--- src/rtl/io_bridge_pkg.sv ---
// Shared constants and bus-slicing helper for the FP processor I/O bridge.
package io_bridge_pkg;
  localparam int NBMANT_DEF = 16;
  localparam int NBEXPO_DEF = 6;
  localparam int FDEPTH_DEF = 4;
  localparam int NBW        = NBMANT_DEF + NBEXPO_DEF + 1;
  localparam int FPTRW      = $clog2(FDEPTH_DEF);

  // LSB position of channel k inside a packed multi-channel bus of w-bit words.
  function automatic int unsigned chan_lsb(input int unsigned k, input int unsigned w);
    return k * w;
  endfunction
endpackage

--- src/rtl/io_bridge_fl_fifo.sv ---
// Small synchronous FIFO with a combinational head; push-when-full and pop-when-empty are ignored.
module fifo_fl
  import io_bridge_pkg::*;
#(
  parameter int NBDATA = NBW,
  parameter int DEPTH  = FDEPTH_DEF
) (
  input  logic              clk,
  input  logic              rst,
  input  logic              push,
  input  logic [NBDATA-1:0] din,
  input  logic              pop,
  output logic [NBDATA-1:0] dout,
  output logic              empty,
  output logic              full
);
  localparam int PW = $clog2(DEPTH);

  logic [NBDATA-1:0] mem_q [DEPTH];
  logic [PW-1:0]     rd_ptr_q, rd_ptr_d;
  logic [PW-1:0]     wr_ptr_q, wr_ptr_d;
  logic [PW:0]       cnt_q, cnt_d;
  logic              do_push, do_pop;

  // Full/empty come from registered state only, so a pop never frees room for a same-cycle push.
  assign empty = (cnt_q == '0);
  assign full  = (cnt_q == (PW+1)'(DEPTH));
  assign dout  = mem_q[rd_ptr_q];

  always_comb begin
    do_push  = push & ~full;
    do_pop   = pop & ~empty;
    rd_ptr_d = rd_ptr_q + PW'(do_pop);
    wr_ptr_d = wr_ptr_q + PW'(do_push);
    cnt_d    = cnt_q + (PW+1)'(do_push) - (PW+1)'(do_pop);
  end

  always_ff @(posedge clk) begin
    if (rst) begin
      rd_ptr_q <= '0;
      wr_ptr_q <= '0;
      cnt_q    <= '0;
    end else begin
      rd_ptr_q <= rd_ptr_d;
      wr_ptr_q <= wr_ptr_d;
      cnt_q    <= cnt_d;
    end
  end

  always_ff @(posedge clk) begin
    if (do_push) mem_q[wr_ptr_q] <= din;
  end
endmodule

--- src/rtl/io_bridge_fl.sv ---
// Peripheral-side responder for the FP processor I/O port: FIFO-buffered valid/ready channels.
// Define IO_ITR_EN to build the input-arrival interrupt; otherwise itr is tied low.
module io_bridge_fl
  import io_bridge_pkg::*;
#(
  parameter int NBMANT = NBMANT_DEF,
  parameter int NBEXPO = NBEXPO_DEF,
  parameter int NUIOIN = 2,
  parameter int NUIOOU = 2,
  parameter int FDEPTH = FDEPTH_DEF
) (
  input  logic                                   clk,
  input  logic                                   rst,
  output logic [NBMANT+NBEXPO:0]                 io_in,
  input  logic [NBMANT+NBEXPO:0]                 io_out,
  input  logic [$clog2(NUIOIN)-1:0]              addr_in,
  input  logic [$clog2(NUIOOU)-1:0]              addr_out,
  input  logic                                   req_in,
  input  logic                                   out_en,
  output logic                                   itr,
  input  logic [NUIOIN*(NBMANT+NBEXPO+1)-1:0]    in_data,
  input  logic [NUIOIN-1:0]                      in_valid,
  output logic [NUIOIN-1:0]                      in_ready,
  output logic [NUIOOU*(NBMANT+NBEXPO+1)-1:0]    out_data,
  output logic [NUIOOU-1:0]                      out_valid,
  input  logic [NUIOOU-1:0]                      out_ready,
  output logic [NUIOIN-1:0]                      err_unf,
  output logic [NUIOOU-1:0]                      err_ovf,
  input  logic                                   clr_err
);
  localparam int WW  = NBMANT + NBEXPO + 1;
  localparam int AIW = $clog2(NUIOIN);
  localparam int AOW = $clog2(NUIOOU);

  logic [WW-1:0]     in_head [NUIOIN];
  logic [WW-1:0]     hold_q  [NUIOIN];
  logic [WW-1:0]     hold_d  [NUIOIN];
  logic [NUIOIN-1:0] in_empty, in_full, in_push, in_pop;
  logic [NUIOOU-1:0] out_empty, out_full, out_push, out_pop;
  logic [NUIOIN-1:0] err_unf_q, err_unf_d;
  logic [NUIOOU-1:0] err_ovf_q, err_ovf_d;
  logic              rd_ok, wr_ok;

  assign rd_ok   = int'(addr_in) < NUIOIN;
  assign wr_ok   = int'(addr_out) < NUIOOU;
  assign err_unf = err_unf_q;
  assign err_ovf = err_ovf_q;

  genvar gi;
  generate
    for (gi = 0; gi < NUIOIN; gi++) begin : g_in
      localparam logic [AIW-1:0] CH = AIW'(gi);
      assign in_push[gi]  = in_valid[gi] & ~in_full[gi];
      assign in_ready[gi] = ~in_full[gi];
      assign in_pop[gi]   = req_in & rd_ok & (addr_in == CH) & ~in_empty[gi];
      fifo_fl #(.NBDATA(WW), .DEPTH(FDEPTH)) u_fifo (
        .clk   (clk),
        .rst   (rst),
        .push  (in_push[gi]),
        .din   (in_data[chan_lsb(gi, WW) +: WW]),
        .pop   (in_pop[gi]),
        .dout  (in_head[gi]),
        .empty (in_empty[gi]),
        .full  (in_full[gi])
      );
    end

    for (gi = 0; gi < NUIOOU; gi++) begin : g_out
      localparam logic [AOW-1:0] CH = AOW'(gi);
      assign out_push[gi]  = out_en & wr_ok & (addr_out == CH);
      assign out_pop[gi]   = ~out_empty[gi] & out_ready[gi];
      assign out_valid[gi] = ~out_empty[gi];
      fifo_fl #(.NBDATA(WW), .DEPTH(FDEPTH)) u_fifo (
        .clk   (clk),
        .rst   (rst),
        .push  (out_push[gi]),
        .din   (io_out),
        .pop   (out_pop[gi]),
        .dout  (out_data[chan_lsb(gi, WW) +: WW]),
        .empty (out_empty[gi]),
        .full  (out_full[gi])
      );
    end
  endgenerate

  // Read path: live head when data is queued, otherwise replay the last word popped.
  always_comb begin
    io_in     = '0;
    err_unf_d = clr_err ? '0 : err_unf_q;
    err_ovf_d = clr_err ? '0 : err_ovf_q;
    for (int k = 0; k < NUIOIN; k++) begin
      hold_d[k] = in_pop[k] ? in_head[k] : hold_q[k];
      if (rd_ok && addr_in == AIW'(k)) begin
        io_in = in_empty[k] ? hold_q[k] : in_head[k];
        if (req_in && in_empty[k]) err_unf_d[k] = 1'b1;
      end
    end
    for (int k = 0; k < NUIOOU; k++) begin
      if (out_push[k] && out_full[k]) err_ovf_d[k] = 1'b1;
    end
  end

  always_ff @(posedge clk) begin
    if (rst) begin
      for (int k = 0; k < NUIOIN; k++) hold_q[k] <= '0;
      err_unf_q <= '0;
      err_ovf_q <= '0;
    end else begin
      for (int k = 0; k < NUIOIN; k++) hold_q[k] <= hold_d[k];
      err_unf_q <= err_unf_d;
      err_ovf_q <= err_ovf_d;
    end
  end

`ifdef IO_ITR_EN
  logic itr_q, itr_d;
  // A push into an empty FIFO is exactly the empty -> non-empty transition (no pop can hit an empty FIFO).
  assign itr_d = |(in_empty & in_push);
  always_ff @(posedge clk) begin
    if (rst) itr_q <= 1'b0;
    else     itr_q <= itr_d;
  end
  assign itr = itr_q;
`else
  assign itr = 1'b0;
`endif
endmodule

--- config.mk ---
export PLATFORM = sky130hd
export DESIGN_NAME = io_bridge_fl
export DESIGN_NICKNAME = d
export VERILOG_FILES = /design/src/rtl/io_bridge_pkg.sv /design/src/rtl/io_bridge_fl_fifo.sv /design/src/rtl/io_bridge_fl.sv
export SDC_FILE = /design/constraint.sdc
export NUM_CORES = 1
export LEC_CHECK = 0
export ABC_AREA = 1
export CAP_MARGIN = 20
export CELL_PAD_IN_SITES_DETAIL_PLACEMENT = 1
export CELL_PAD_IN_SITES_GLOBAL_PLACEMENT = 2
export CORE_ASPECT_RATIO = 0.6
export CORE_MARGIN = 2
export CORE_UTILIZATION = 38
export DETAILED_ROUTE_END_ITERATION = 10
export PLACE_DENSITY_LB_ADDON = 0.05
export SLEW_MARGIN = 20
export SYNTH_ARGS = -nofsm -noshare
export SYNTH_HDL_FRONTEND = slang
export SYNTH_HIERARCHICAL = 1
export SYNTH_SLANG_ARGS = --single-unit
--- constraint.sdc ---
create_clock -name clk -period 4.15 [get_ports clk]
set_input_delay 0.83 -clock clk [delete_from_list [all_inputs] [get_ports clk]]
set_output_delay 0.83 -clock clk [all_outputs]
set_load 0.02 [all_outputs]
# After elaboration in Yosys (flattened, before gate mapping)
# Memories as Yosys holds them, arrays and structs flattened. A register that Yosys moved wholly into a read port is not among the register bits.
# Index checks and enable logic that the tools add are counted.
# word_totals
ff_bits	32
mem_bits_rw	414
in_bits	80
word_cells	110
n_memories	5
# memory_table
name	words	word_bits	rd	rd_clocked_by_memory_dff	write_ports	line_no	rtl
g_in[0].u_fifo.mem_q	4	23	1	1	1	io_bridge_fl_fifo.sv:19	logic [NBDATA-1:0] mem_q [DEPTH];
g_in[1].u_fifo.mem_q	4	23	1	1	1	io_bridge_fl_fifo.sv:19	
g_out[0].u_fifo.mem_q	4	23	1	1	1	io_bridge_fl_fifo.sv:19	
g_out[1].u_fifo.mem_q	4	23	1	1	1	io_bridge_fl_fifo.sv:19	
hold_q	2	23	2	0	2	io_bridge_fl.sv:36	logic [WW-1:0] hold_q [NUIOIN];
# classes
add_sub_neg	16
n_eq_ne	4
mux	30
bitwise_logic	30
n_reduce_logical	10
# ops
op	count
two-way mux 23 bit	7
bitwise AND 1 bit	18
two-way mux 1 bit	17
adder 2 x 1 -> 2 bit	8
adder 3 x 1 -> 3 bit	4
== test 3 bit (second input constant)	4
logical NOT 3 bit	4
two-way mux 2 bit	6
subtractor 3 x 1 -> 3 bit	4
NOT 1 bit	10
logical AND 1 bit	4
nonzero test 2 bit	2
bitwise OR 1 bit	2

# Longest topological paths before layout
# Gate-level depths: netlist of run 1.
# logic_depth
word_depth	6
mapped_depth	14
ltp_nobuf	13

# Hierarchy
# Netlist of run 1, hierarchy kept.
# by_module_without_submodules
mod	instances	cells_per_inst	area_per_inst_um2	seq_area_each_um2
fifo_fl	4	273	3781.1	2902.8
io_bridge_fl	1	531	2917.8	1001.0

# Worst setup path before layout of run 1
# OpenSTA, ideal clock, no wires.
# synth_path
path_kind	input-to-reg
start	input port out_en
end	memory g_out[0].u_fifo/mem_q[0][0] in the netlist's numbering (enable)
setup_ps	432
t_arrival_ps	2761
setup_slack_ps	957
stages	4
path_cell_list	inv_1 nor2_1 o21ai_4 nor3_1
# synth_between
elab_chain_cells	4
# synth_rtl
element	line_no	rtl
from (decl)	io_bridge_fl.sv:19	input logic out_en,
bitwise AND 1 bit	io_bridge_fl.sv:70	assign out_push[gi] = out_en & wr_ok & (addr_out == CH);
net out_push[0]	io_bridge_fl.sv:39	logic [NUIOOU-1:0] out_empty, out_full, out_push, out_pop;
bitwise AND 1 bit	io_bridge_fl_fifo.sv:31	do_push = push & ~full;
two-way mux 1 bit	io_bridge_fl_fifo.sv:51	if (do_push) mem_q[wr_ptr_q] <= din;
two-way mux 1 bit (implied by the code)	io_bridge_fl_fifo.sv:51	
to (decl)	io_bridge_fl_fifo.sv:19	
# The timed path passes the listed nets, and every way through them passes these cells.

# Worst setup path after layout of run 1
# layout_path
start	register g_in[0].u_fifo.cnt_q[0]
end	output port io_in[11]
# layout_between
elab_chain_cells	3
# layout_rtl
element	line_no	rtl
from (decl)	io_bridge_fl_fifo.sv:22	logic [PW:0] cnt_q, cnt_d;
from (signal assigned)	io_bridge_fl_fifo.sv:46	cnt_q <= cnt_d;
logical NOT 3 bit	io_bridge_fl_fifo.sv:26	assign empty = (cnt_q == '0);
net in_empty[0]	io_bridge_fl.sv:38	logic [NUIOIN-1:0] in_empty, in_full, in_push, in_pop;
two-way mux 23 bit	io_bridge_fl.sv:94	io_in = in_empty[k] ? hold_q[k] : in_head[k];
two-way mux 23 bit	io_bridge_fl.sv:93	if (rd_ok && addr_in == AIW'(k)) begin
to (decl)	io_bridge_fl.sv:14	output logic [NBMANT+NBEXPO:0] io_in,
# The timed path passes the listed nets, and every way through them passes these cells.

==> impl_results.html, run 1 <==
<table>
<tr><th>Metric</th><th>Value</th></tr>
<tr><th colspan="2">Run status</th></tr>
<tr><td>Outcome</td><td>finished clean</td></tr>
<tr><th colspan="2">Drt</th></tr>
<tr><td>Vias per inst</td><td>4.927</td></tr>
<tr><td>Number of detailed-route iterations in the first pass</td><td>5</td></tr>
<tr><td>Wire length per cell after detailed routing</td><td>around 20 microns</td></tr>
<tr><td>Number of remaining DRC errors</td><td>0</td></tr>
<tr><td>Routed via count</td><td>around 12000</td></tr>
<tr><td>Total wirelength of the detailed-routed design</td><td>~48 mm</td></tr>
<tr><td>Iteration-0 DRC count of the detailed router</td><td>683</td></tr>
<tr><td>Post-DRT Antenna Nets</td><td>0</td></tr>
<tr><th colspan="2">STA</th></tr>
<tr><td>Maximum achievable frequency</td><td>259.0 MHz</td></tr>
<tr><td>Number of failing hold endpoints at the final stage</td><td>0</td></tr>
<tr><td>Slew at the pin closest to its max-slew limit</td><td>slightly above 1000 ps</td></tr>
<tr><td>Tcrit/Tclk final</td><td>93.02%</td></tr>
<tr><td>Slew margin rel.</td><td>32.34%</td></tr>
<tr><td>Worst Clk Skew</td><td>16.24 ps</td></tr>
<tr><td>Final-layout setup total negative slack</td><td>0 ps</td></tr>
<tr><td>Unrepaired setup endpoints after global routing</td><td>no</td></tr>
<tr><td>Final-report setup violation count</td><td>0</td></tr>
<tr><td>Number of pins exceeding their max-slew limit in the final report</td><td>0</td></tr>
<tr><td>Tmin final</td><td>around 3900 ps</td></tr>
<tr><td>Smallest setup slack after layout</td><td>roughly 290 ps</td></tr>
<tr><th colspan="2">GRT</th></tr>
<tr><td>Aggregate global routing overflow</td><td>0</td></tr>
<tr><td>First-pass GRT wire length</td><td>75.22 mm</td></tr>
<tr><td>Initial antenna violation count</td><td>1</td></tr>
<tr><td>Via count of the first global-routing pass</td><td>12430</td></tr>
<tr><td>Largest net degree at the start of global routing</td><td>51</td></tr>
<tr><td>Overall fraction of global-route tracks in use</td><td>19.69%</td></tr>
<tr><th colspan="2">Synthesis</th></tr>
<tr><td>Number of synthesized flops with an enable pin</td><td>about 370</td></tr>
<tr><td>Post-Syn Area per Cell</td><td>roughly 11 sq um</td></tr>
<tr><td>Synth warn</td><td>6</td></tr>
<tr><td>Dominant cells by area after synthesis</td><td>edfxtp_1, dfxtp_1, nor2_1</td></tr>
<tr><td>Top cell type by total area after synthesis</td><td>edfxtp_1</td></tr>
<tr><td>Sequential cell area fraction in the yosys report</td><td>a little over two thirds</td></tr>
<tr><td>Register bit total from synthesis</td><td>roughly 450</td></tr>
<tr><td>Synthesized Nets</td><td>~1700</td></tr>
<tr><td>Asr flop ratio synth</td><td>0%</td></tr>
<tr><td>Yosys top cell area share</td><td>61.25%</td></tr>
<tr><td>Combined area of all synthesized cells</td><td>18040 sq um</td></tr>
<tr><td>Number of library cell types mapped by synthesis</td><td>28</td></tr>
<tr><td>Commonest register cell after synthesis</td><td>edfxtp_1</td></tr>
<tr><td>Synthesized instance count</td><td>1623</td></tr>
<tr><th colspan="2">Clocking</th></tr>
<tr><td>Clock insertion delay at the later pin of the skew report</td><td>between 500 and 600 ps</td></tr>
<tr><td>Clk Tree Root Cell</td><td>clkbuf_16</td></tr>
<tr><td>Reg clk slew, reported paths</td><td>60 ps</td></tr>
<tr><td>Post-CTS setup buffer count</td><td>0</td></tr>
<tr><td># clock sinks</td><td>446</td></tr>
<tr><td>Post_cts resized</td><td>0</td></tr>
<tr><td>Hold-fix buffers at CTS</td><td>0</td></tr>
<tr><td>CTS max path bufs</td><td>3</td></tr>
<tr><td>H-Tree Level Count</td><td>2</td></tr>
<tr><td>TritonCTS clock tree</td><td>built</td></tr>
<tr><td>Clock buffers created by TritonCTS</td><td>44</td></tr>
<tr><th colspan="2">Power and ir drop</th></tr>
<tr><td>Maximum vdd ir drop</td><td>between 0.3 and 0.4 mV</td></tr>
<tr><td>Leakage power total</td><td>7.886 nW</td></tr>
<tr><td>Power per standard cell area</td><td>611.3 nW/um^2</td></tr>
<tr><th colspan="2">Place</th></tr>
<tr><td>Minimum setup slack after placement</td><td>636.3 ps</td></tr>
<tr><td>Total of buffers placed on input and output ports</td><td>156</td></tr>
<tr><td>Final weighted congestion of routability-driven global placement</td><td>0.7671</td></tr>
<tr><td>DPL Wire Length</td><td>roughly 31 mm</td></tr>
<tr><th colspan="2">Cells and area</th></tr>
<tr><td>Area added between synthesis and finish</td><td>19.92%</td></tr>
<tr><td>Layout Nets</td><td>1876</td></tr>
<tr><td>Diode count</td><td>0</td></tr>
<tr><td>Proportion of layout cells with a drive suffix above 1</td><td>8.090%</td></tr>
<tr><th colspan="2">Die</th></tr>
<tr><td>Core Rows</td><td>61</td></tr>
<tr><td>Die extent in y</td><td>172.8 microns</td></tr>
<tr><td>Count of pins on the block boundary</td><td>158</td></tr>
<tr><td>Core region area</td><td>around 47000 sq um</td></tr>
<tr><td>Starting density of the core</td><td>38.75%</td></tr>
<tr><td>Die Footprint</td><td>49300 sq um</td></tr>
<tr><td>Die width</td><td>285.3 microns</td></tr>
<tr><th colspan="2">Worst hold path</th></tr>
<tr><td>Worst Hold Endpoint</td><td>err_unf[1]</td></tr>
<tr><td>Type of the worst min-delay path</td><td>flip-flop to flip-flop</td></tr>
<tr><td>Hold path start</td><td>err_unf[1]</td></tr>
<tr><td>Hold-critical path depth</td><td>2</td></tr>
<tr><th colspan="2">Critical path</th></tr>
<tr><td>Crit. End Element</td><td>output pin</td></tr>
<tr><td>Setup slack, reg-to-reg</td><td>1210 ps</td></tr>
<tr><td>Biggest fanout along the worst timing path</td><td>26</td></tr>
<tr><td>Data arrival time of the critical path</td><td>3030 ps</td></tr>
<tr><td>Worst Setup Start Kind</td><td>flip-flop</td></tr>
<tr><td>Type of the worst setup path</td><td>flip-flop to output pin</td></tr>
<tr><td>Worst endpoint required time</td><td>3320 ps</td></tr>
<tr><td>Worst reg2reg startpoint</td><td>g_in[0].u_fifo/cnt_q[0]</td></tr>
<tr><td>Worst r2r dst</td><td>g_in[0].u_fifo/cnt_q[2]</td></tr>
<tr><td>Worst reg2reg path depth</td><td>13</td></tr>
<tr><th colspan="2">Run</th></tr>
<tr><td>Max-cap violations</td><td>0</td></tr>
</table>
-- cells in the final DEF, fill, tap and decap left out, types with 8 or more instances in the layout --
| master | count |
|---|---|
| a21oi_1 | 8 |
| buf_4 | 39 |
| clkbuf_1 | 11 |
| clkbuf_16 | 45 |
| clkdlybuf4s50_1 | 155 |
| clkinv_1 | 13 |
| dfxtp_1 | 78 |
| edfxtp_1 | 368 |
| ha_1 | 8 |
| inv_1 | 120 |
| inv_2 | 17 |
| nand2_1 | 201 |
| nand2_2 | 9 |
| nand3_1 | 10 |
| nor2_1 | 359 |
| nor3_2 | 16 |
| o21ai_0 | 183 |
| o21ai_1 | 47 |
| o22ai_1 | 92 |
-- sequential cells by signal, summed over array words and instances, names as in the netlist, 4 cells and up --
register               cells
g_out.u_fifo/rd_ptr_q      4
g_out.u_fifo/cnt_q         6
g_in.u_fifo/cnt_q          6
g_in.u_fifo/rd_ptr_q       4
hold_q                    46
g_in.u_fifo/wr_ptr_q       4
g_out.u_fifo/mem_q       184
g_out.u_fifo/wr_ptr_q      4
g_in.u_fifo/mem_q        184
-- power breakdown --
part           internal [W]  switching, W  leakage, nW
clock network       0.00206       0.00166        0.639
registers           0.00535      0.000187         3.99
logic               0.00138       0.00259         3.26
-- how the worst max path moves through the flow --
| stage | from | end | slack, ps |
|---|---|---|---|
| 6_report | g_in[0].u_fifo/cnt_q[0] | io_in[11] | 290 |
| 3_3_place_gp | addr_in | io_in[8] | 630 |
| 5_1_grt | g_in[0].u_fifo/cnt_q[0] | io_in[11] | 20 |
| 3_5_place_dp | addr_in | io_in[8] | 640 |
| 4_1_cts | g_in[0].u_fifo/rd_ptr_q[0] | io_in[8] | 190 |
| 2_1_floorplan | out_en | g_out[0].u_fifo/mem_q[0][0] | 960 |
-- critical path, cell delays in order (launching register included) --
cell	delay, ps
dfxtp_1	360
nor2_1	130
nand2_2	90
inv_1	610
nor2_1	190
nor2_1	150
nand2_1	100
o21ai_1	190
clkdlybuf4s50_1	660
-- metrics by stage --
stage | total power [W] | cell area, sq um | hold slack (ps) | utilization, % | instances
6_report | 0.01323 | 21640 | 472.4 | 46.47 | 2447
5_1_grt | 0.01400 | 21640 | 485.6 | 46.47 | 2447
4_1_cts | 0.01342 | 21630 | 476.6 | 46.46 | 2447
3_5_place_dp | 0.009649 | 20320 | 465.9 | 43.65 | 2368
3_3_place_gp | 0.009596 | 20320 | 457.0 | 43.65 | 2368
2_1_floorplan | 0.007930 | 18040 | 455.7 | - | 1623
-- cell families after synthesis --
| family | synth area share (%) |
|---|---|
| other | 0.02078 |
| adders and majority gates | 0.9987 |
| AOI/OAI and AO/OA | 10.15 |
| buffers and inverters | 5.617 |
| DFF | 69.90 |
| xor gates and xnor gates | 0.3883 |
| and+or+nand+nor | 12.92 |
-- per-layer routing --
layer	vias to the layer above	GRT usage (%)	wire, microns
li1	5871	-	-
met1	5965	30.19	25080
met2	167	29.37	20520
met3	53	3.562	1956
met4	0	3.578	736
met5	-	0	0
-- layout make-up --
type	count	area, sq um
Clock buffer	57	1181
Clock inverter	22	126.4
Fill cell	4986	24920
Inverter	138	518.0
Multi-Input combinational cell	956	4502
Sequential cell	446	12610
Tap cell	630	788.3
Timing Repair Buffer	198	1909
-- cells in the mapped netlist, types with 8 or more instances --
master,number
nor3_1,16
nand2_1,201
dfxtp_1,78
o21ai_1,47
ha_1,8
clkbuf_1,11
o22ai_1,92
inv_2,17
inv_1,120
o21ai_0,183
a21oi_1,8
nor2_1,359
buf_4,29
nand2_2,9
buf_2,36
edfxtp_1,368
nand3_1,10
No activity file was read; power rests on OpenSTA's default activity.
==> inputs of run 2 (changes only) <==
--- a/config.mk
+++ b/config.mk
@@ -11,9 +11,12 @@
 export CELL_PAD_IN_SITES_GLOBAL_PLACEMENT = 2
 export CORE_ASPECT_RATIO = 0.6
 export CORE_MARGIN = 2
-export CORE_UTILIZATION = 38
+export CORE_UTILIZATION = 40
+export CTS_BUF_LIST = sky130_fd_sc_hd__clkbuf_2
+export CTS_CLUSTER_SIZE = 24
 export DETAILED_ROUTE_END_ITERATION = 10
 export PLACE_DENSITY_LB_ADDON = 0.05
+export REMOVE_ABC_BUFFERS = 1
 export SLEW_MARGIN = 20
 export SYNTH_ARGS = -nofsm -noshare
 export SYNTH_HDL_FRONTEND = slang
==> impl_results.html, run 2 (same netlist as run 1, synthesis figures left out) <==
<table>
<tr><th>Metric</th><th>Value</th></tr>
<tr><th colspan="2">Drt</th></tr>
<tr><td>Wire length per cell after detailed routing</td><td>slightly below 20 microns</td></tr>
<tr><td>Routed via count</td><td>12540</td></tr>
<tr><td>Number of remaining DRC errors</td><td>0</td></tr>
<tr><td>Iteration-0 DRC count of the detailed router</td><td>854</td></tr>
<tr><td>Post-DRT Antenna Nets</td><td>0</td></tr>
<tr><td>Total wirelength of the detailed-routed design</td><td>49.96 mm</td></tr>
<tr><td>Vias per inst</td><td>4.965</td></tr>
<tr><td>Number of detailed-route iterations in the first pass</td><td>5</td></tr>
<tr><th colspan="2">Place</th></tr>
<tr><td>Minimum setup slack after placement</td><td>725.2 ps</td></tr>
<tr><td>Final weighted congestion of routability-driven global placement</td><td>0.7747</td></tr>
<tr><td>DPL Wire Length</td><td>approximately 31 mm</td></tr>
<tr><td>Total of buffers placed on input and output ports</td><td>156</td></tr>
<tr><th colspan="2">Power and ir drop</th></tr>
<tr><td>Switching power of the nets</td><td>0.004606 W</td></tr>
<tr><td>Part of the power in combinational logic</td><td>32.2%</td></tr>
<tr><td>Maximum vdd ir drop</td><td>0.2151 mV</td></tr>
<tr><td>Share of total power in the clock network</td><td>between 20% and 30%</td></tr>
<tr><td>Leakage power total</td><td>8.173 nW</td></tr>
<tr><td>Power per standard cell area</td><td>577.0 nW/um^2</td></tr>
<tr><td>Sequential cell fraction of total power</td><td>between 40 and 50%</td></tr>
<tr><td>Internal cell power</td><td>~0.0077 W</td></tr>
<tr><td>Final Total Pwr</td><td>0.01234 W</td></tr>
<tr><td>Net switching share of the total power</td><td>37.32%</td></tr>
<tr><th colspan="2">Worst hold path</th></tr>
<tr><td>Worst Hold Endpoint</td><td>err_unf[1]</td></tr>
<tr><td>Hold path start</td><td>addr_in</td></tr>
<tr><td>Hold-critical path depth</td><td>3</td></tr>
<tr><td>Type of the worst min-delay path</td><td>input port to flip-flop</td></tr>
<tr><th colspan="2">Critical path</th></tr>
<tr><td>Type of the worst setup path</td><td>flip-flop to output pin</td></tr>
<tr><td>Critical path cell sequence</td><td>inv_2, o21ai_0, o22ai_1, clkdlybuf4s50_1</td></tr>
<tr><td>Crit. End Element</td><td>output pin</td></tr>
<tr><td>Worst r2r dst</td><td>g_in[0].u_fifo/cnt_q[2]</td></tr>
<tr><td>Critical Path Slowest Stage Cell</td><td>clkdlybuf4s50_1</td></tr>
<tr><td>Number of buffer and inverter stages on the critical path</td><td>2</td></tr>
<tr><td>Biggest fanout along the worst timing path</td><td>47</td></tr>
<tr><td>Origin of the worst setup path</td><td>g_out[1].u_fifo/rd_ptr_q[0]</td></tr>
<tr><td>Data arrival time of the critical path</td><td>3090 ps</td></tr>
<tr><td>Worst Setup Start Kind</td><td>flip-flop</td></tr>
<tr><td>Worst reg2reg path depth</td><td>14</td></tr>
<tr><td>Top Family by Delay on Critical Path</td><td>buffers and inverters</td></tr>
<tr><td>Setup slack, reg-to-reg</td><td>between 1500 and 2000 ps</td></tr>
<tr><td>Worst endpoint required time</td><td>3320 ps</td></tr>
<tr><td>Crit path largest cell delay</td><td>690 ps</td></tr>
<tr><td>Worst reg2reg startpoint</td><td>g_in[0].u_fifo/cnt_q[0]</td></tr>
<tr><th colspan="2">Clocking</th></tr>
<tr><td># clock sinks</td><td>between 400 and 500</td></tr>
<tr><td>TritonCTS clock tree</td><td>built</td></tr>
<tr><td>Clk Tree Root Cell</td><td>clkbuf_2</td></tr>
<tr><td>Clock insertion delay at the later pin of the skew report</td><td>between 1000 and 1500 ps</td></tr>
<tr><td>CTS max path bufs</td><td>3</td></tr>
<tr><td>Reg clk slew, reported paths</td><td>around 110 ps</td></tr>
<tr><td>Hold-fix buffers at CTS</td><td>0</td></tr>
<tr><td>Clock buffers created by TritonCTS</td><td>105</td></tr>
<tr><td>H-Tree Level Count</td><td>3</td></tr>
<tr><td>Post-CTS setup buffer count</td><td>0</td></tr>
<tr><th colspan="2">Die</th></tr>
<tr><td>Core Rows</td><td>60</td></tr>
<tr><td>Count of pins on the block boundary</td><td>between 150 and 200</td></tr>
<tr><td>Starting density of the core</td><td>around two fifths</td></tr>
<tr><td>Die extent in y</td><td>approximately 170 microns</td></tr>
<tr><td>Die Footprint</td><td>around 47000 sq um</td></tr>
<tr><td>Die width</td><td>278.2 microns</td></tr>
<tr><td>Core region area</td><td>44670 sq um</td></tr>
<tr><th colspan="2">STA</th></tr>
<tr><td>Smallest setup slack after layout</td><td>around 230 ps</td></tr>
<tr><td>Slew margin rel.</td><td>between 30 and 40%</td></tr>
<tr><td>Number of pins exceeding their max-slew limit in the final report</td><td>0</td></tr>
<tr><td>Final-report setup violation count</td><td>0</td></tr>
<tr><td>Number of failing hold endpoints at the final stage</td><td>0</td></tr>
<tr><td>Unrepaired setup endpoints after global routing</td><td>no</td></tr>
<tr><td>Final-layout setup total negative slack</td><td>0 ps</td></tr>
<tr><td>Maximum achievable frequency</td><td>255.4 MHz</td></tr>
<tr><td>Slew at the pin closest to its max-slew limit</td><td>933.5 ps</td></tr>
<tr><td>Worst Clk Skew</td><td>around 82 ps</td></tr>
<tr><td>Tcrit/Tclk final</td><td>94.34%</td></tr>
<tr><td>WHS</td><td>344.5 ps</td></tr>
<tr><td>Tmin final</td><td>3915 ps</td></tr>
<tr><th colspan="2">GRT</th></tr>
<tr><td>Initial antenna violation count</td><td>1</td></tr>
<tr><td>Aggregate global routing overflow</td><td>0</td></tr>
<tr><td>First-pass GRT wire length</td><td>76.25 mm</td></tr>
<tr><td>Largest net degree at the start of global routing</td><td>49</td></tr>
<tr><td>Via count of the first global-routing pass</td><td>12830</td></tr>
<tr><td>Overall fraction of global-route tracks in use</td><td>21.20%</td></tr>
<tr><th colspan="2">Cells and area</th></tr>
<tr><td>Leading cell type in the layout, fill and taps excluded</td><td>edfxtp_1</td></tr>
<tr><td>Top library cells by usage in the layout, fill and taps aside</td><td>edfxtp_1, nor2_1, nand2_1</td></tr>
<tr><td>Share of the core filled with cells in the final layout</td><td>47.89%</td></tr>
<tr><td>Top flop regs</td><td>g_in.u_fifo/mem_q (184), g_out.u_fifo/mem_q (184), hold_q (46)</td></tr>
<tr><td>Proportion of layout cells with a drive suffix above 1</td><td>14.31%</td></tr>
<tr><td>Layout Nets</td><td>1940</td></tr>
<tr><td>Area added between synthesis and finish</td><td>18.56%</td></tr>
<tr><th colspan="2">Run</th></tr>
<tr><td>Max-cap violations</td><td>0</td></tr>
<tr><th colspan="2">Run status</th></tr>
<tr><td>Outcome</td><td>finished clean</td></tr>
</table>
==> run 2: changes by cell type in the layout (fill, tap and decap cells not counted), moves of 7 or more <==
cell and change:
clkbuf_16 -43, dlygate4sd2_1 +15, clkdlybuf4s50_1 -22, clkbuf_2 +165, dlymetal6s2s_1 +7, clkinv_1 +12, o22ai_1 -8, clkbuf_1 -11
o22ai_2 +8
==> run 2: final cells by class <==
cell class	instances	area, sq um
fillers	4873	23280
repair buffers	201	2009
flip-flops and latches	446	12610
inverters	138	528.0
multi-input cells	956	4547
diodes	1	2.502
clock buffers	165	825.8
well taps	589	737.0
clock inverters	30	127.6
==> run 2: worst min-delay path, cell delays in order <==
cell     delay (ps)
buf_2           270
nand3_1         130
a21oi_1          60
==> run 2: worst max path at each step <==
stage	endpoint	slack, ps	depth (start not counted)
finish	out_data[33]	230	4
global route	io_in[11]	1	9
CTS	io_in[9]	-0.9	8
detailed placement	io_in[5]	730	5
global placement	io_in[5]	730	5
floorplan	g_out[0].u_fifo/mem_q[0][0]	960	4
==> run 2: power groups by stage <==
stage / Combinational [W] / Sequential (W) / Clock [W]
2_1_floorplan: 0.00211 / 0.00565 / 0
3_3_place_gp: 0.00394 / 0.00561 / 0
3_5_place_dp: 0.00398 / 0.00563 / 0
4_1_cts: 0.00397 / 0.00553 / 0.00298
5_1_grt: 0.00440 / 0.00557 / 0.00320
6_report: 0.00397 / 0.00553 / 0.00285
==> run 2: what timing repair did <==
item,in CTS,in global routing
endpoints found under the setup margin,23,10
resized for setup,36,15
cloned,0,2
==> run 2: metal layers <==
layer / part of all wire (%) / vias up / track usage (%)
li1: - / 6079 / -
met1: 52 / 6130 / 32.68
met2: 42 / 256 / 30.00
met3: 4.5 / 77 / 4.527
met4: 1.7 / 0 / 5.875
met5: 0 / - / 0
==> run 2: stage by stage <==
stage,std cells,instance area [sq um]
global placement,2327,20260
global route,2526,21390
finish,2526,21390
CTS,2523,21300
floorplan,1540,17550
detailed placement,2328,20280
==> inputs of run 3 (changes only) <==
--- a/config.mk
+++ b/config.mk
@@ -17,7 +17,6 @@
 export DETAILED_ROUTE_END_ITERATION = 10
 export PLACE_DENSITY_LB_ADDON = 0.05
 export REMOVE_ABC_BUFFERS = 1
-export SLEW_MARGIN = 20
 export SYNTH_ARGS = -nofsm -noshare
 export SYNTH_HDL_FRONTEND = slang
 export SYNTH_HIERARCHICAL = 1
==> impl_results.html, run 3 (same netlist as run 1, synthesis figures left out) <==
<table>
<tr><th>Metric</th><th>Value</th></tr>
<tr><th colspan="2">Place</th></tr>
<tr><td>DPL Wire Length</td><td>approximately 31 mm</td></tr>
<tr><td>Total of buffers placed on input and output ports</td><td>156</td></tr>
<tr><td>Minimum setup slack after placement</td><td>between 700 and 800 ps</td></tr>
<tr><td>Final weighted congestion of routability-driven global placement</td><td>0.7747</td></tr>
<tr><th colspan="2">Die</th></tr>
<tr><td>Die width</td><td>278.2 microns</td></tr>
<tr><td>Core region area</td><td>about 45000 sq um</td></tr>
<tr><td>Die extent in y</td><td>~170 microns</td></tr>
<tr><td>Core Rows</td><td>60</td></tr>
<tr><td>Starting density of the core</td><td>roughly 40%</td></tr>
<tr><td>Count of pins on the block boundary</td><td>158</td></tr>
<tr><td>Die Footprint</td><td>about 47000 sq um</td></tr>
<tr><th colspan="2">Critical path</th></tr>
<tr><td>Critical Path Slowest Stage Cell</td><td>clkdlybuf4s50_1</td></tr>
<tr><td>Worst endpoint required time</td><td>3320 ps</td></tr>
<tr><td>Biggest fanout along the worst timing path</td><td>48</td></tr>
<tr><td>Crit. End Element</td><td>output pin</td></tr>
<tr><td>Worst Setup Start Kind</td><td>flip-flop</td></tr>
<tr><td>Critical path cell sequence</td><td>buf_12, o21ai_0, o22ai_2, inv_1, nand2_1, nand2_1, o21ai_1, clkdlybuf4s50_1</td></tr>
<tr><td>Crit path largest cell delay</td><td>620 ps</td></tr>
<tr><td>Type of the worst setup path</td><td>flip-flop to output pin</td></tr>
<tr><td>Number of buffer and inverter stages on the critical path</td><td>3</td></tr>
<tr><td>Top Family by Delay on Critical Path</td><td>buffers and inverters</td></tr>
<tr><td>Most common cell on crit path</td><td>nand2_1</td></tr>
<tr><td>Data arrival time of the critical path</td><td>3040 ps</td></tr>
<tr><th colspan="2">Power and ir drop</th></tr>
<tr><td>Sequential cell fraction of total power</td><td>45.1%</td></tr>
<tr><td>Share of total power in the clock network</td><td>about 23%</td></tr>
<tr><td>Maximum vdd ir drop</td><td>between 0.2 and 0.3 mV</td></tr>
<tr><td>Net switching share of the total power</td><td>37.23%</td></tr>
<tr><td>Part of the power in combinational logic</td><td>between 30% and 40%</td></tr>
<tr><td>Switching power of the nets</td><td>about 0.0046 W</td></tr>
<tr><td>Leakage power total</td><td>8.144 nW</td></tr>
<tr><td>Internal cell power</td><td>a little under 0.008 W</td></tr>
<tr><td>Power per standard cell area</td><td>573.5 nW/um^2</td></tr>
<tr><th colspan="2">Clocking</th></tr>
<tr><td>TritonCTS clock tree</td><td>built</td></tr>
<tr><td>Post-CTS setup buffer count</td><td>0</td></tr>
<tr><td>Clock insertion delay at the later pin of the skew report</td><td>1020 ps</td></tr>
<tr><td>Reg clk slew, reported paths</td><td>110 ps</td></tr>
<tr><td>Post_cts resized</td><td>35</td></tr>
<tr><td># clock sinks</td><td>446</td></tr>
<tr><td>Hold-fix buffers at CTS</td><td>0</td></tr>
<tr><td>Clk Tree Root Cell</td><td>clkbuf_2</td></tr>
<tr><td>Clock buffers created by TritonCTS</td><td>105</td></tr>
<tr><td>H-Tree Level Count</td><td>3</td></tr>
<tr><td>CTS max path bufs</td><td>3</td></tr>
<tr><th colspan="2">Cells and area</th></tr>
<tr><td>Layout Nets</td><td>1938</td></tr>
<tr><td>Share of the core filled with cells in the final layout</td><td>a little under half</td></tr>
<tr><td>Top library cells by usage in the layout, fill and taps aside</td><td>edfxtp_1, nor2_1, nand2_1</td></tr>
<tr><td>Area added between synthesis and finish</td><td>18.36%</td></tr>
<tr><td>Count of filler cells inserted in the layout</td><td>around 4900</td></tr>
<tr><td>Top flop regs</td><td>g_in.u_fifo/mem_q (184), g_out.u_fifo/mem_q (184), hold_q (46)</td></tr>
<tr><td>Proportion of layout cells with a drive suffix above 1</td><td>14.26%</td></tr>
<tr><td>Leading cell type in the layout, fill and taps excluded</td><td>edfxtp_1</td></tr>
<tr><th colspan="2">STA</th></tr>
<tr><td>Maximum achievable frequency</td><td>about 260 MHz</td></tr>
<tr><td>Unrepaired setup endpoints after global routing</td><td>no</td></tr>
<tr><td>Tmin final</td><td>a little under 4000 ps</td></tr>
<tr><td>Worst Clk Skew</td><td>60.59 ps</td></tr>
<tr><td>Slew at the pin closest to its max-slew limit</td><td>944.2 ps</td></tr>
<tr><td>Number of pins exceeding their max-slew limit in the final report</td><td>0</td></tr>
<tr><td>Slew margin rel.</td><td>37.06%</td></tr>
<tr><td>Smallest setup slack after layout</td><td>275.3 ps</td></tr>
<tr><td>Number of failing hold endpoints at the final stage</td><td>0</td></tr>
<tr><td>Final-layout setup total negative slack</td><td>0 ps</td></tr>
<tr><td>Tcrit/Tclk final</td><td>93.37%</td></tr>
<tr><td>Final-report setup violation count</td><td>0</td></tr>
<tr><th colspan="2">Worst hold path</th></tr>
<tr><td>Type of the worst min-delay path</td><td>input port to flip-flop</td></tr>
<tr><th colspan="2">Drt</th></tr>
<tr><td>Vias per inst</td><td>between 4 and 5</td></tr>
<tr><td>Iteration-0 DRC count of the detailed router</td><td>941</td></tr>
<tr><td>Wire length per cell after detailed routing</td><td>roughly 20 microns</td></tr>
<tr><td>Routed via count</td><td>12540</td></tr>
<tr><td>Total wirelength of the detailed-routed design</td><td>between 40 and 50 mm</td></tr>
<tr><td>Post-DRT Antenna Nets</td><td>0</td></tr>
<tr><td>Number of remaining DRC errors</td><td>0</td></tr>
<tr><td>Number of detailed-route iterations in the first pass</td><td>5</td></tr>
<tr><th colspan="2">Run status</th></tr>
<tr><td>Outcome</td><td>finished clean</td></tr>
<tr><th colspan="2">GRT</th></tr>
<tr><td>Largest net degree at the start of global routing</td><td>49</td></tr>
<tr><td>Aggregate global routing overflow</td><td>0</td></tr>
<tr><td>Via count of the first global-routing pass</td><td>between 10000 and 15000</td></tr>
<tr><td>Initial antenna violation count</td><td>1</td></tr>
<tr><td>First-pass GRT wire length</td><td>between 70 and 80 mm</td></tr>
<tr><td>Overall fraction of global-route tracks in use</td><td>between 20% and 30%</td></tr>
<tr><th colspan="2">Run</th></tr>
<tr><td>Max-cap violations</td><td>0</td></tr>
</table>
run 3: path summary, 6_finish.rpt:
path                              to                        from  slack [ps]  cells after the start
min                       err_unf[1]                     addr_in         380                      3
max reg2reg  g_in[0].u_fifo/cnt_q[2]     g_in[0].u_fifo/cnt_q[0]        1770                     14
min reg2reg               err_unf[0]                  err_unf[0]         470                      2
max                         io_in[2]  g_in[1].u_fifo/rd_ptr_q[0]         280                      8
run 3: cell type report:
cell class | instances | area (sq um) | area share [%]
Antenna cell | 1 | 2.502 | 0.01172
Clock buffer | 165 | 825.8 | 3.867
Clock inverter | 31 | 126.4 | 0.5917
Inverter | 138 | 528.0 | 2.472
Multi-Input combinational cell | 956 | 4559 | 21.35
Sequential cell | 446 | 12610 | 59.06
Tap cell | 589 | 737.0 | 3.451
Timing Repair Buffer | 199 | 1963 | 9.193
run 3: tightest hold or removal path, delay by kind of cell:
| kind | cells | cell delay, ps |
|---|---|---|
| AO/OA/AOI/OAI | 1 | 60 |
| buffers and inverters | 1 | 270 |
| AND/OR/NAND/NOR | 1 | 130 |
run 3: routing by layer:
layer	GRT usage (%)	part of all wire, %
met3	4.320	4.1
met1	32.28	52
met4	5.711	1.5
met5	0	0
met2	30.24	42
run 3: power groups by stage:
stage	registers [W]	logic, W	clock network (W)
2_1_floorplan	0.00565	0.00211	0
3_3_place_gp	0.00561	0.00394	0
3_5_place_dp	0.00563	0.00398	0
4_1_cts	0.00553	0.00393	0.00296
5_1_grt	0.00557	0.00432	0.00316
6_report	0.00552	0.00389	0.00283
run 3: per-stage QoR:
| stage | total power, W | hold slack [ps] | std cells | cell area, sq um |
|---|---|---|---|---|
| global route | 0.01306 | 294.8 | 2525 | 21360 |
| finish | 0.01225 | 378.0 | 2525 | 21360 |
| global placement | 0.009548 | 454.9 | 2327 | 20260 |
| detailed placement | 0.009603 | 459.8 | 2328 | 20290 |
| floorplan | 0.007764 | 455.7 | 1540 | 17550 |
| CTS | 0.01242 | 264.5 | 2524 | 21310 |
